**src/rtl/mips_io_port_pkg.sv**
```systemverilog
// Shared definitions for the MIPS memory-mapped I/O port: register map,
// STATUS bit positions and the address-window decode helper.
package mips_io_port_pkg;

  // Word index (Address[4:2]) of each register in the window
  typedef enum logic [2:0] {
    REG_PORT_OUT  = 3'd0,
    REG_PORT_IN   = 3'd1,
    REG_STATUS    = 3'd2,
    REG_TMR_LOAD  = 3'd3,
    REG_TMR_COUNT = 3'd4
  } io_reg_e;

  // Byte offsets from the window base
  localparam logic [4:0] OFF_PORT_OUT  = 5'h00;
  localparam logic [4:0] OFF_PORT_IN   = 5'h04;
  localparam logic [4:0] OFF_STATUS    = 5'h08;
  localparam logic [4:0] OFF_TMR_LOAD  = 5'h0C;
  localparam logic [4:0] OFF_TMR_COUNT = 5'h10;

  // STATUS bit indices
  localparam int unsigned CHG_BIT  = 0;
  localparam int unsigned DONE_BIT = 1;

  // True when the upper address bits match the base and the word index is 0..4
  function automatic logic window_hit(logic [26:0] addr_hi, logic [26:0] base_hi,
                                      logic [2:0] word);
    return (addr_hi == base_hi) && (word <= 3'd4);
  endfunction

endpackage

```
**src/rtl/mips_io_port_if.sv**
```systemverilog
// Core data-memory bus as seen by the I/O port. The core drives the master
// side; the peripheral answers on the slave side.
interface mips_io_port_if;
  logic [31:0] Address;
  logic [31:0] WriteData;
  logic        MemWrite;
  logic        MemRead;
  logic        IOSelect;
  logic [31:0] ReadData;

  modport master (
    output Address, WriteData, MemWrite, MemRead,
    input  IOSelect, ReadData
  );

  modport slave (
    input  Address, WriteData, MemWrite, MemRead,
    output IOSelect, ReadData
  );
endinterface

```
**src/rtl/mips_io_port_io_sync2.sv**
```systemverilog
// Async-reset two-flop synchroniser. The first stage is exposed so callers
// can detect a change on the same edge the synchronised value updates.
module io_sync2 #(
  parameter int unsigned W = 8
) (
  input  logic         clk,
  input  logic         reset,
  input  logic [W-1:0] d,
  output logic [W-1:0] meta,
  output logic [W-1:0] q
);

  // Two-stage capture of the asynchronous input
  always_ff @(posedge clk or posedge reset) begin
    if (reset) begin
      meta <= '0;
      q    <= '0;
    end else begin
      meta <= d;
      q    <= meta;
    end
  end

endmodule

```
**src/rtl/mips_io_port.sv**
```systemverilog
// Memory-mapped I/O peripheral for the single-cycle MIPS core: output latch,
// synchronised input with sticky change flag, and a one-shot down-counter.
module mips_io_port
  import mips_io_port_pkg::*;
#(
  parameter logic [31:0] IO_BASE  = 32'h1001_0020,
  parameter int unsigned IN_WIDTH = 8
) (
  input  logic                clk,
  input  logic                reset,
  mips_io_port_if.slave       bus,
  input  logic [IN_WIDTH-1:0] PortIn,
  output logic [31:0]         PortOut
);

  logic                hit;
  io_reg_e             sel;
  logic                reg_we;
  logic                reg_re;
  logic [1:0]          unused_byte_lane;
  logic [IN_WIDTH-1:0] in_meta;
  logic [IN_WIDTH-1:0] in_sync;
  logic                chg;
  logic                done;
  logic                chg_evt;
  logic                done_evt;
  logic                status_rd;
  logic                load_we;
  logic [31:0]         load_reg;
  logic [31:0]         cnt;
  logic [31:0]         status_word;
  logic [31:0]         read_data;

  assign hit              = window_hit(bus.Address[31:5], IO_BASE[31:5], bus.Address[4:2]);
  assign sel              = io_reg_e'(bus.Address[4:2]);
  assign unused_byte_lane = bus.Address[1:0];
  assign reg_we           = hit & bus.MemWrite;
  assign reg_re           = hit & bus.MemRead;
  assign status_rd        = reg_re && (sel == REG_STATUS);
  assign load_we          = reg_we && (sel == REG_TMR_LOAD);

  io_sync2 #(.W(IN_WIDTH)) u_sync (
    .clk   (clk),
    .reset (reset),
    .d     (PortIn),
    .meta  (in_meta),
    .q     (in_sync)
  );

  // meta != q is exactly "next in_sync differs from current in_sync", so CHG
  // rises on the same edge the new value appears on PORT_IN.
  assign chg_evt  = (in_meta != in_sync);
  // A load on the terminal edge takes priority and suppresses DONE.
  assign done_evt = !load_we && (cnt == 32'd1);

  // Output latch
  always_ff @(posedge clk or posedge reset) begin
    if (reset)
      PortOut <= '0;
    else if (reg_we && (sel == REG_PORT_OUT))
      PortOut <= bus.WriteData;
  end

  // One-shot down-counter; a load restarts it, zero holds
  always_ff @(posedge clk or posedge reset) begin
    if (reset) begin
      load_reg <= '0;
      cnt      <= '0;
    end else if (load_we) begin
      load_reg <= bus.WriteData;
      cnt      <= bus.WriteData;
    end else if (cnt != '0) begin
      cnt <= cnt - 32'd1;
    end
  end

  // Sticky status flags: set events beat the read-clear
  always_ff @(posedge clk or posedge reset) begin
    if (reset) begin
      chg  <= 1'b0;
      done <= 1'b0;
    end else begin
      if (chg_evt)
        chg <= 1'b1;
      else if (status_rd)
        chg <= 1'b0;
      if (done_evt)
        done <= 1'b1;
      else if (status_rd)
        done <= 1'b0;
    end
  end

  // STATUS word assembly
  always_comb begin
    status_word           = '0;
    status_word[CHG_BIT]  = chg;
    status_word[DONE_BIT] = done;
  end

  // Combinational register read mux; zero outside the window
  always_comb begin
    read_data = '0;
    if (hit) begin
      case (sel)
        REG_PORT_OUT:  read_data = PortOut;
        REG_PORT_IN:   read_data = 32'(in_sync);
        REG_STATUS:    read_data = status_word;
        REG_TMR_LOAD:  read_data = load_reg;
        REG_TMR_COUNT: read_data = cnt;
        default:       read_data = '0;
      endcase
    end
  end

  assign bus.ReadData = read_data;
  assign bus.IOSelect = hit;

endmodule

```
**src/flat_wrapper.sv**
```systemverilog
// flat-port wrapper written by rule: the top's interface ports become plain ports
module mips_io_port_flat import mips_io_port_pkg::*;
#(
  parameter logic [31:0] IO_BASE  = 32'h1001_0020,
  parameter int unsigned IN_WIDTH = 8
)
  (clk, reset, PortIn, PortOut, bus_Address, bus_WriteData, bus_MemWrite, bus_MemRead, bus_IOSelect, bus_ReadData);
  mips_io_port_if bus_i ();
  input  logic clk;
  input  logic reset;
  input  logic [IN_WIDTH-1:0] PortIn;
  output logic [31:0] PortOut;
  input wire logic [$bits(bus_i.Address)-1:0] bus_Address;
  input wire logic [$bits(bus_i.WriteData)-1:0] bus_WriteData;
  input wire logic [$bits(bus_i.MemWrite)-1:0] bus_MemWrite;
  input wire logic [$bits(bus_i.MemRead)-1:0] bus_MemRead;
  output wire logic [$bits(bus_i.IOSelect)-1:0] bus_IOSelect;
  output wire logic [$bits(bus_i.ReadData)-1:0] bus_ReadData;
  assign bus_i.Address = bus_Address;
  assign bus_i.WriteData = bus_WriteData;
  assign bus_i.MemWrite = bus_MemWrite;
  assign bus_i.MemRead = bus_MemRead;
  assign bus_IOSelect = bus_i.IOSelect;
  assign bus_ReadData = bus_i.ReadData;
  mips_io_port #(.IO_BASE(IO_BASE), .IN_WIDTH(IN_WIDTH)) u_core (.clk(clk), .reset(reset), .bus(bus_i), .PortIn(PortIn), .PortOut(PortOut));
endmodule
```
**config.mk**
```make
export PLATFORM = sky130hd
export DESIGN_NAME = mips_io_port_flat
export DESIGN_NICKNAME = d
export VERILOG_FILES = /design/src/rtl/mips_io_port_pkg.sv /design/src/rtl/mips_io_port_if.sv /design/src/rtl/mips_io_port_io_sync2.sv /design/src/rtl/mips_io_port.sv /design/src/flat_wrapper.sv
export SDC_FILE = /design/constraint.sdc
export NUM_CORES = 1
export LEC_CHECK = 0
export ABC_AREA = 1
export CAP_MARGIN = 30
export CORE_MARGIN = 2
export CORE_UTILIZATION = 46
export CTS_CLUSTER_SIZE = 28
export DETAILED_ROUTE_END_ITERATION = 8
export GPL_TIMING_DRIVEN = 0
export PLACE_DENSITY = 0.76
export SYNTH_ARGS = -nofsm -noshare
export SYNTH_HDL_FRONTEND = slang
export SYNTH_SLANG_ARGS = --single-unit
```
**constraint.sdc**
```tcl
create_clock -name clk -period 4.81 [get_ports clk]
set_clock_uncertainty 0.15 [all_clocks]
set_input_delay 1.443 -clock clk [delete_from_list [all_inputs] [get_ports clk]]
set_output_delay 1.443 -clock clk [all_outputs]
set_load 0.02 [all_outputs]
```
Word-level counts from Yosys, hierarchy flattened
Cells that the tools add are included.
{"block": "word_totals", "word_cells": 36, "in_bits": 76, "register_bits": 114, "out_inout_bits": 65}
{"block": "classes", "n_bitwise": 2, "eq_ne": 7, "muxes": 7, "n_reduce_logical": 11, "add_sub_neg": 1, "n_lt_le_gt_ge": 1}
{"op": "32-bit one-hot mux with 5 select lines", "n": 1}
{"op": "32-bit 2-to-1 mux", "n": 3}
{"op": "32-bit by 1-bit == test with 1-bit output, second input constant", "n": 1}
{"op": "32-bit nonzero test", "n": 1}
{"op": "32-bit by 1-bit subtractor with 32-bit output, second input constant", "n": 1}
{"op": "27-bit by 24-bit == test with 1-bit output, second input constant", "n": 1}
{"op": "8-bit != test", "n": 1}
{"op": "3-bit by 2-bit == test with 1-bit output, second input constant", "n": 2}
{"op": "2-bit nonzero test", "n": 3}
{"op": "1-bit logical AND", "n": 5}
{"op": "3-bit by 1-bit == test with 1-bit output, second input constant", "n": 1}
{"op": "3-bit == test, second input constant", "n": 1}
{"op": "3-bit less-or-equal comparator, second input constant", "n": 1}
{"op": "3-bit zero test", "n": 1}
{"op": "1-bit 2-to-1 mux", "n": 3}
{"op": "1-bit AND", "n": 2}
{"op": "1-bit zero test", "n": 1}

Longest topological paths before layout
Gate-level depths: netlist of run 1.
{"block": "logic_depth", "ltp_word": 7, "depth_mapped": 12, "depth_no_buf": 11}

Hierarchy
Synthesis of run 1 repeated with hierarchy kept, for this count alone.
{"block": "hier_totals", "hier_cells": 945, "area_unflattened_um2": 6581.3}
{"mod": "mips_io_port", "cells_per_inst": 928, "seq_area_each_um2": 2452.4, "n_inst": 1, "area_per_inst_um2": 6177.2}
{"mod": "io_sync2", "cells_per_inst": 17, "seq_area_each_um2": 400.4, "n_inst": 1, "area_per_inst_um2": 404.1}

Least setup slack after synthesis of run 1
Ideal clock, no wire load.
{"block": "synth_path", "path_kind": "input port to output port", "start": "in bus_Address[3]", "end": "out bus_ReadData[7]", "setup_slack_ps": 538, "t_arrival_ps": 2679, "path_stages": 9, "required_time_ps": 3217, "n_path_buf": 2, "cell_sequence": "nor2_1 nor2_1 nor2_1 nand2_1 nor2_1 buf_4 inv_1 buf_2 a41oi_1"}
{"block": "synth_via", "elab_chain_len": 3, "word_cells_on_any_way": 9, "cone_classes": "order compare: 1; eq/ne: 4; mux: 2; reduce/logical: 2"}
{"element": "start, declared", "line": "flat_wrapper.sv:13", "source": "input wire logic [$bits(bus_i.Address)-1:0] bus_Address;"}
{"element": "3-bit == test, or another cell as far along", "line": "mips_io_port.sv:105", "source": "case (sel)"}
{"element": "32-bit one-hot mux with 5 select lines / 1-bit logical AND (equally long branches)", "line": "mips_io_port.sv:105, mips_io_port_pkg.sv:28"}
{"element": "32-bit 2-to-1 mux *", "line": "mips_io_port.sv:104", "source": "if (hit) begin"}
{"element": "end, declared", "line": "flat_wrapper.sv:18", "source": "output wire logic [$bits(bus_i.ReadData)-1:0] bus_ReadData;"}
Every way passes the cells marked *; elsewhere a longest branch is shown, timed or not.

Worst setup path in the final report of run 1
{"block": "layout_path", "start": "in bus_Address[11]", "end": "out bus_ReadData[14]"}
{"block": "layout_via", "elab_chain_len": 3}
{"element": "27-bit by 24-bit == test with 1-bit output", "line": "mips_io_port_pkg.sv:28", "source": "return (addr_hi == base_hi) && (word <= 3'd4);"}
{"element": "1-bit logical AND", "line": "mips_io_port_pkg.sv:28"}
{"element": "32-bit 2-to-1 mux", "line": "mips_io_port.sv:104"}
Every way passes these cells.

==> results list, run 1 <==
- For this run, design rule violations remaining after detail routing come to 0.
- CP Class: in2out
- Excluding fillers, the count of instances in the completed layout stands at approximately 1,200.
- Startpoint class of the critical path: primary input
* Largest cells by area after synthesis: dfrtp_1 (46%), nand2_1 (20%), nor2_1 (6.8%)
* TNS Setup: 0 ns
* Average detailed-routed wire length per instance: between 15 and 20 um
- Initial Utilization: between 40% and 50%
- The detailed router finished its first iteration with between 500 and 600 violations.
- Cell with the most instances after synthesis: nand2_1
* Fmax achieved: around 210 MHz
- Clock latency on the worst-skew pair, taken at its later pin, is 0.42 ns.
- Mux share of post-synthesis cell area: 0%
- Yosys mapped a number of flops with a built-in enable equal to 0.
- After synthesis, the largest family of logic cells by area is simple AND/OR/NAND/NOR gates.
- Floorplan row count: between 40 and 50
* Width of the die: about 120 um
- Total global-route track usage: 29.7%
- Number of max-slew violations in the final report: 0
- Among all stages on the critical path, the largest delay is contributed by clkdlybuf4s50_1.
* CTS buffer count: 17
- Critical path arrival: around 3.2 ns
- Worst max-slew margin expressed relative to the limit: a little over half
- Share of cells above drive strength 1: approximately an eighth
- In this run the worst path has a maximum fanout of 5.
- Total via count in the routed design: between 6,000 and 7,000
- The via count of the first global-routing pass was a little over 6,000.
* Share of the clock period used by the worst path after layout: about 99%
- The wire-length estimate of the detail-placed layout is 15,200 um.
- Number of nets with antenna violations after routing: 0
- The number of failing hold endpoints at the final stage is 0.
* Synth Register Bits: around 110
- The number of antenna violations at the first check in global routing was 0.
- Summing the areas of all and, or, nand and nor instances in the mapped netlist gives about a third of the synthesized area.
- Sequential elements use 46.0% of the synthesized area.
- Final weighted congestion in routability-driven placement: 0.948
- XOR/XNOR Fraction of Synth Area: around 3.3%
- Number of nets in the layout: ~1,100
- The synthesized design devotes to its leading area cell type between 40% and 50% of total area.
- Power spread over the standard cell area amounts to 284 nW/um^2.
- By count the netlist is led by nand2_1 (335), dfrtp_1 (114), nor2_1 (112), inv_1 (93), o21ai_1 (32).
- After floorplanning, the core was sized to cover 13,200 um^2.
- Including well taps, the total number of placed cells is approximately 1,200.
- Entering global routing, the biggest net connects between 60 and 70 pins.
- Max-cap violations in this run came to 0.
* Number of buffers and inverters on the critical path: 6
* Fraction of the mapped netlist area in compound gates: between 8 and 9%
- CTS placed an instance of clkbuf_16 at the clock tree root.
- Critical Path RT: roughly 3.2 ns
* Post-cts hold buffer count: 0
- When the netlist entered floorplanning its net count stood at 948.
- The largest total area in the synthesized netlist belongs to dfrtp_1.
* Most used flip-flop cell after synthesis: dfrtp_1
- Averaged over all synthesized cells, the footprint is 7.12 um^2.
- The run finished with clean final reports.
- Among cell families on the critical path, the largest total delay comes from buffers and inverters.
- Synth Area in Adders: less than 1%
- Boundary Pins: between 100 and 150
* Synthesized cell area: ~6200 um^2
- Detailed Route WL: between 20,000 and 25,000 um
- Post-layout minimum cycle time: about 4.8 ns
- For this run, the share of the core covered by cells in the final layout is between 60 and 70%.
- For this run, asynchronously set or reset flops after synthesis account for 100%.
- During placement, the flow inserted port buffers numbering roughly 140.
* Static leakage power: 4.47 nW
- For this run, the detailed router's first-pass iteration total came to 5.
- After detailed routing, the number of vias per cell comes to 5.31.
- Count of unique library cells instantiated by Yosys: 30
- Kind of path behind the tightest hold check: reg2reg
- Peak per-stage delay on the critical path: around 0.41 ns
- Clock sink total: around 110
- Area of the die: approximately 14,000 um^2
- Synthesis-to-layout area growth: 40.3%
* Die extent in y: roughly 120 um
- # H-tree levels: 4
* Cell chain of the critical path: clkdlybuf4s50_1 > nor2_1 > nand2_1 > nor2_1 > nand2_1 > nor2_2 > buf_6 > clkinvlp_4 > buf_12 > buf_6 > a31oi_1 > buf_4
- Global-route wire length before repair: about 32,000 um
- The Yosys step of the flow raised 0 warnings.
* Kind of end point of the critical path: output pin
* Transition time of the tightest slew-check pin: between 0.6 and 0.7 ns
- Gate Count Post-Synth: 870
- IR analysis of the VDD net gives a maximum drop of around 240 uV.
* Clock tree from TritonCTS: done
* Longest Clk Path Bufs: 2
- Setup violators final: 0
- Grt total ovfl: 0
* Number of antenna cells inserted: 0
- After clock tree synthesis, the clock-pin slew on the worst setup and hold paths is approximately 0.05 ns.
## through the flow
stage | instance area [um^2] | total power, mW | worst slack, ns | hold slack (ns)
2_1_floorplan | 6200 | 1.04 | 0.201 | 0.222
3_3_place_gp | 7790 | 1.13 | -1.46 | 0.230
3_5_place_dp | 7820 | 1.13 | -1.01 | 0.235
4_1_cts | 8370 | 2.48 | -0.00996 | 0.248
5_1_grt | 8690 | 2.53 | -0.0449 | 0.260
6_report | 8690 | 2.47 | 0.0482 | 0.243
## report_power, final
group / internal, mW / switching (mW)
sequential: 0.967 / 0.00483
clock: 0.871 / 0.480
combinational: 0.0659 / 0.0797
## placed cells by master, fill, tap and decap left out, types with 8 or more instances in the layout
cell             instances
xor2_1                  19
clkdlybuf4s50_1         75
clkbuf_16               18
o21ai_1                 32
nor2_1                 108
inv_1                   89
a31oi_1                  8
dfrtp_1                114
a21oi_1                  8
nand4_1                 29
nand2_1                333
dlymetal6s2s_1          26
buf_4                   24
buf_2                   26
o21ai_0                 14
nand3_1                 25
## per-layer routing
| layer | share of wire, % | GRT usage [%] | vias to the layer above |
|---|---|---|---|
| li1 | - | - | 3099 |
| met1 | 43 | 39.6 | 3072 |
| met2 | 47 | 48.0 | 281 |
| met3 | 6.9 | 5.99 | 44 |
| met4 | 3.0 | 10.7 | 0 |
| met5 | 0 | 0 | - |
## cell type report
type / count / area [um^2]
clock buffers: 17 / 425
clock inverters: 15 / 205
repair buffers: 146 / 1440
fillers: 1155 / 4500
plain buffers: 33 / 214
well taps: 176 / 220
multi-input cells: 629 / 2980
inverters: 94 / 359
flip-flops and latches: 114 / 2850
## repair_timing
item,4_1_cts,5_1_grt
setup buffers,3,3
setup endpoints to repair,33,32
gates cloned,0,2
pin swaps,0,22
resized for setup,174,81
## logic make-up (layout without fill, tap and decap cells)
logic type      count (synthesis)  in the layout
xor+xnor                       23             23
flops                         114            114
fa+ha+maj                       2              2
compound gates                 92             92
simple gates                  512            512
buf+inv                       127            305
## worst paths after layout
check                                 endpoint                  start  cells after the start  slack [ns]
max in group asynchronous  u_core.load_reg[29]                  reset                      3        2.45
hold / removal              u_core.u_sync.q[6]  u_core.u_sync.meta[6]                      0        0.24
setup reg to reg                u_core.cnt[10]          u_core.cnt[0]                     10        2.43
setup / recovery              bus_ReadData[14]        bus_Address[11]                     12        0.05
hold reg to reg             u_core.u_sync.q[6]  u_core.u_sync.meta[6]                      0        0.24
min in group asynchronous  u_core.load_reg[15]                  reset                      2        1.31
No activity file was read; power rests on OpenSTA's default activity.
==> inputs of run 2 (changes only) <==
- PLACE_DENSITY: 0.76 -> not set
- PLACE_DENSITY_LB_ADDON: not set -> 0.08
==> results list, run 2 (synthesized netlist as in run 1, its figures left out) <==
- Status: finished clean (unchanged)
* Total Power: 2.40 mW (was 2.47 mW)
* # H-tree levels: 4 (unchanged)
* Final weighted congestion in routability-driven placement: 0.957 (was 0.948)
- Number of antenna cells inserted: 0 (unchanged)
- The ratio of cells with drive above 1 in the final layout came to 12.7% (was 12.8%).
- Final instance count without filler cells: 1,224 (unchanged)
- Least setup slack across all paths after layout: 0.0314 ns (was 0.0482 ns)
* Maximum capacitance violations: 0 (unchanged)
- Number of nets in the layout: 1,113 (unchanged)
- The remaining global-route overflow was 0 (unchanged).
- Insertion delay to the later sink of the worst-skew pair: 0.42 ns (about the same)
- Peak per-stage delay on the critical path: 0.48 ns (was 0.41 ns)
- The cell count after placement came to 1,184 (unchanged).
* Initial antenna violation count: 0 (unchanged)
- Leading cell types in the layout, fill and taps excluded: nand2_1 (333), dfrtp_1 (114), nor2_1 (108) (unchanged).
- The worst setup path category was in2out (unchanged).
- The final routed DRC violation total is 0 (unchanged).
- The kind of start point of the critical path is a primary input (unchanged).
* Cell area power density: 274 nW/um^2 (was 284 nW/um^2)
- Clock sink total: 114 (unchanged)
* Clock tree from TritonCTS: done (unchanged)
- The die height was 120 um (unchanged).
* Endpoint of the lowest-slack register-to-register path: u_core.cnt[2] (was u_core.cnt[10])
- Number of cells traversed by the worst register-to-register path: 10 (unchanged)
- The initial core utilization was 47.0% (unchanged).
* Global-route wire length before repair: 32,800 um (was 32,500 um)
- The number of cell rows was 42 (unchanged).
* Number of max-slew violations in the final report: 0 (unchanged)
- The arrival time at the worst endpoint was 3.19 ns (was 3.17 ns).
- The worst ir drop on vdd came to 224 uV (was 235 uV).
- Via count of the first global-routing pass: 6,104 (was 6,180)
- Area of the die: 14,400 um^2 (unchanged)
- Kind of end point of the critical path: output pin (unchanged)
- Share of the clock period used by the worst path after layout: 99.3% (was 99.0%)
- The launching point of the worst reg2reg path is u_core.cnt[0] (unchanged).
- The worst-path maximum fanout was 10 (was 5).
- The number of port buffers is 137 (unchanged).
* Start point of the critical path: bus_Address[4] (was bus_Address[11])
- The worst setup path endpoint is bus_ReadData[30] (was bus_ReadData[14]).
- The timing-limited maximum frequency came to 209 MHz (was 210 MHz).
- Cell chain of the critical path: dlygate4sd2_1 > nor3_4 > clkbuf_2 > nand2_1 > a31oi_4 > buf_2 (was clkdlybuf4s50_1 > nor2_1 > nand2_1 > nor2_1 > nand2_1 > nor2_2 > buf_6 > clkinvlp_4 > buf_12 > buf_6 > a31oi_1 > buf_4).
- The time the final worst path needs with I/O delays and setup was 4.78 ns (was 4.76 ns).
- Clock-pin slew of the registers on the worst-case setup and hold paths: 0.06 ns (was 0.05 ns)
- Average detailed-routed wire length per instance: 17.4 um (was 17.5 um)
* Synthesis-to-layout area growth: 41.1% (was 40.3%)
* Most common cell after layout, fill and taps aside: nand2_1 (unchanged)
- The number of iterations in the first detailed-routing pass is 5 (unchanged).
- The number of failing hold endpoints at the final stage was 0 (unchanged).
- Kind of path behind the tightest hold check: reg2reg (unchanged)
- The number of violations reported at the end of detailed-routing iteration 0 is 504 (was 550).
- Vias per cell: 5.23 (was 5.31)
* Boundary Pins: 141 (unchanged)
- The hold-critical path depth was 0 (unchanged).
- The combined global-route utilization of all metal layers came to 30.1% (was 29.7%).
- Total via count in the routed design: 6,401 (was 6,496)
- Setup violators final: 0 (unchanged)
- The total CTS buffers is 17 (unchanged).
- The utilization after layout was 66.3% (was 65.9%).
* Instance area after placement: 7820 um^2 (about the same)
* Transition time of the tightest slew-check pin: 0.658 ns (was 0.691 ns)
- Static leakage power: 4.45 nW (was 4.47 nW)
- Width of the die: 120 um (unchanged)
- The detailed-placement wirelength estimate is 15,200 um (about the same).
- Cell area after layout: 8740 um^2 (was 8690 um^2)
* CTS root buf: clkbuf_16 (unchanged)
- CP max stage cell: clkbuf_2 (was clkdlybuf4s50_1)
* Critical Path RT: 3.22 ns (about the same)
- Worst slack at placement: -1.03 ns (was -1.01 ns)
- Worst max-slew margin expressed relative to the limit: 56.1% (was 53.9%)
* Placeable core region: 13,200 um^2 (unchanged)
- Longest Clk Path Bufs: 2 (unchanged)
- Number of nets with antenna violations after routing: 0 (unchanged)
- The aggregate routed wire length was 21,200 um (was 21,400 um).
- Slack of the worst reg-to-reg path: 2.39 ns (was 2.43 ns)
- The maximum number of pins on one net before global-route repair is 72 (was 67).
* Filler cell count: 1,200 (was 1,155)
run 2: cell count changes in the layout (fill, tap and decap cells not counted), moves of 4 or more:
cell and delta:
clkbuf_4 -4, buf_4 +4, a31oi_4 +6, inv_6 +4
run 2: repair_timing:
item                                   4_1_cts  5_1_grt
cloned                                       0        2
endpoints found under the hold margin        0        0
pin swaps                                    0       25
resized for setup                          179       75
buffers inserted                             3        3
hold buffers                                 0        0
setup endpoints to repair                   33       33
run 2: final cells by class:
type	count	area (um^2)	share of cell area [%]
flip-flops and latches	114	2850	32.6
clock buffers	17	425	4.87
multi-input cells	629	3040	34.8
plain buffers	33	208	2.38
clock inverters	15	173	1.97
repair buffers	146	1460	16.7
inverters	94	362	4.14
well taps	176	220	2.52
run 2: worst min path at each step:
stage / to / from / slack (ns)
6_report: u_core.u_sync.q[2] / u_core.u_sync.meta[2] / 0.24
5_1_grt: u_core.u_sync.q[4] / u_core.u_sync.meta[4] / 0.26
4_1_cts: u_core.u_sync.q[2] / u_core.u_sync.meta[2] / 0.25
3_5_place_dp: u_core.u_sync.q[2] / u_core.u_sync.meta[2] / 0.23
3_3_place_gp: u_core.u_sync.q[0] / u_core.u_sync.meta[0] / 0.23
2_1_floorplan: u_core.u_sync.q[0] / u_core.u_sync.meta[0] / 0.22
run 2: metrics by stage:
step,setup TNS [ns],hold WS (ns)
after floorplan,0,0.222
after global placement,-203.01,0.230
after detailed placement,-28.51,0.233
after CTS,-0.651,0.245
after global routing,-0.0269,0.257
final,0,0.241
run 2: metal layers:
layer  GRT usage [%]  vias to the layer above  part of all wire [%]
li1                -                     3096                     -
met1            41.8                     3040                    45
met2            46.8                      227                    46
met3            4.94                       38                   6.2
met4            12.3                        0                   2.8
met5               0                        -                     0
run 2: worst max-delay path, delay by kind of cell:
kind | cells | cell delay [ns]
buf+inv | 3 | 0.97
simple gates | 2 | 0.58
compound gates | 1 | 0.19
run 2: power by group:
part / total (mW) / switching [mW] / leakage, nW / internal [mW]
registers: 0.971 / 0.00484 / 1.47 / 0.966
clock network: 1.28 / 0.507 / 0.284 / 0.776
logic: 0.143 / 0.0779 / 2.70 / 0.0652
total: 2.40 / 0.590 / 4.45 / 1.81
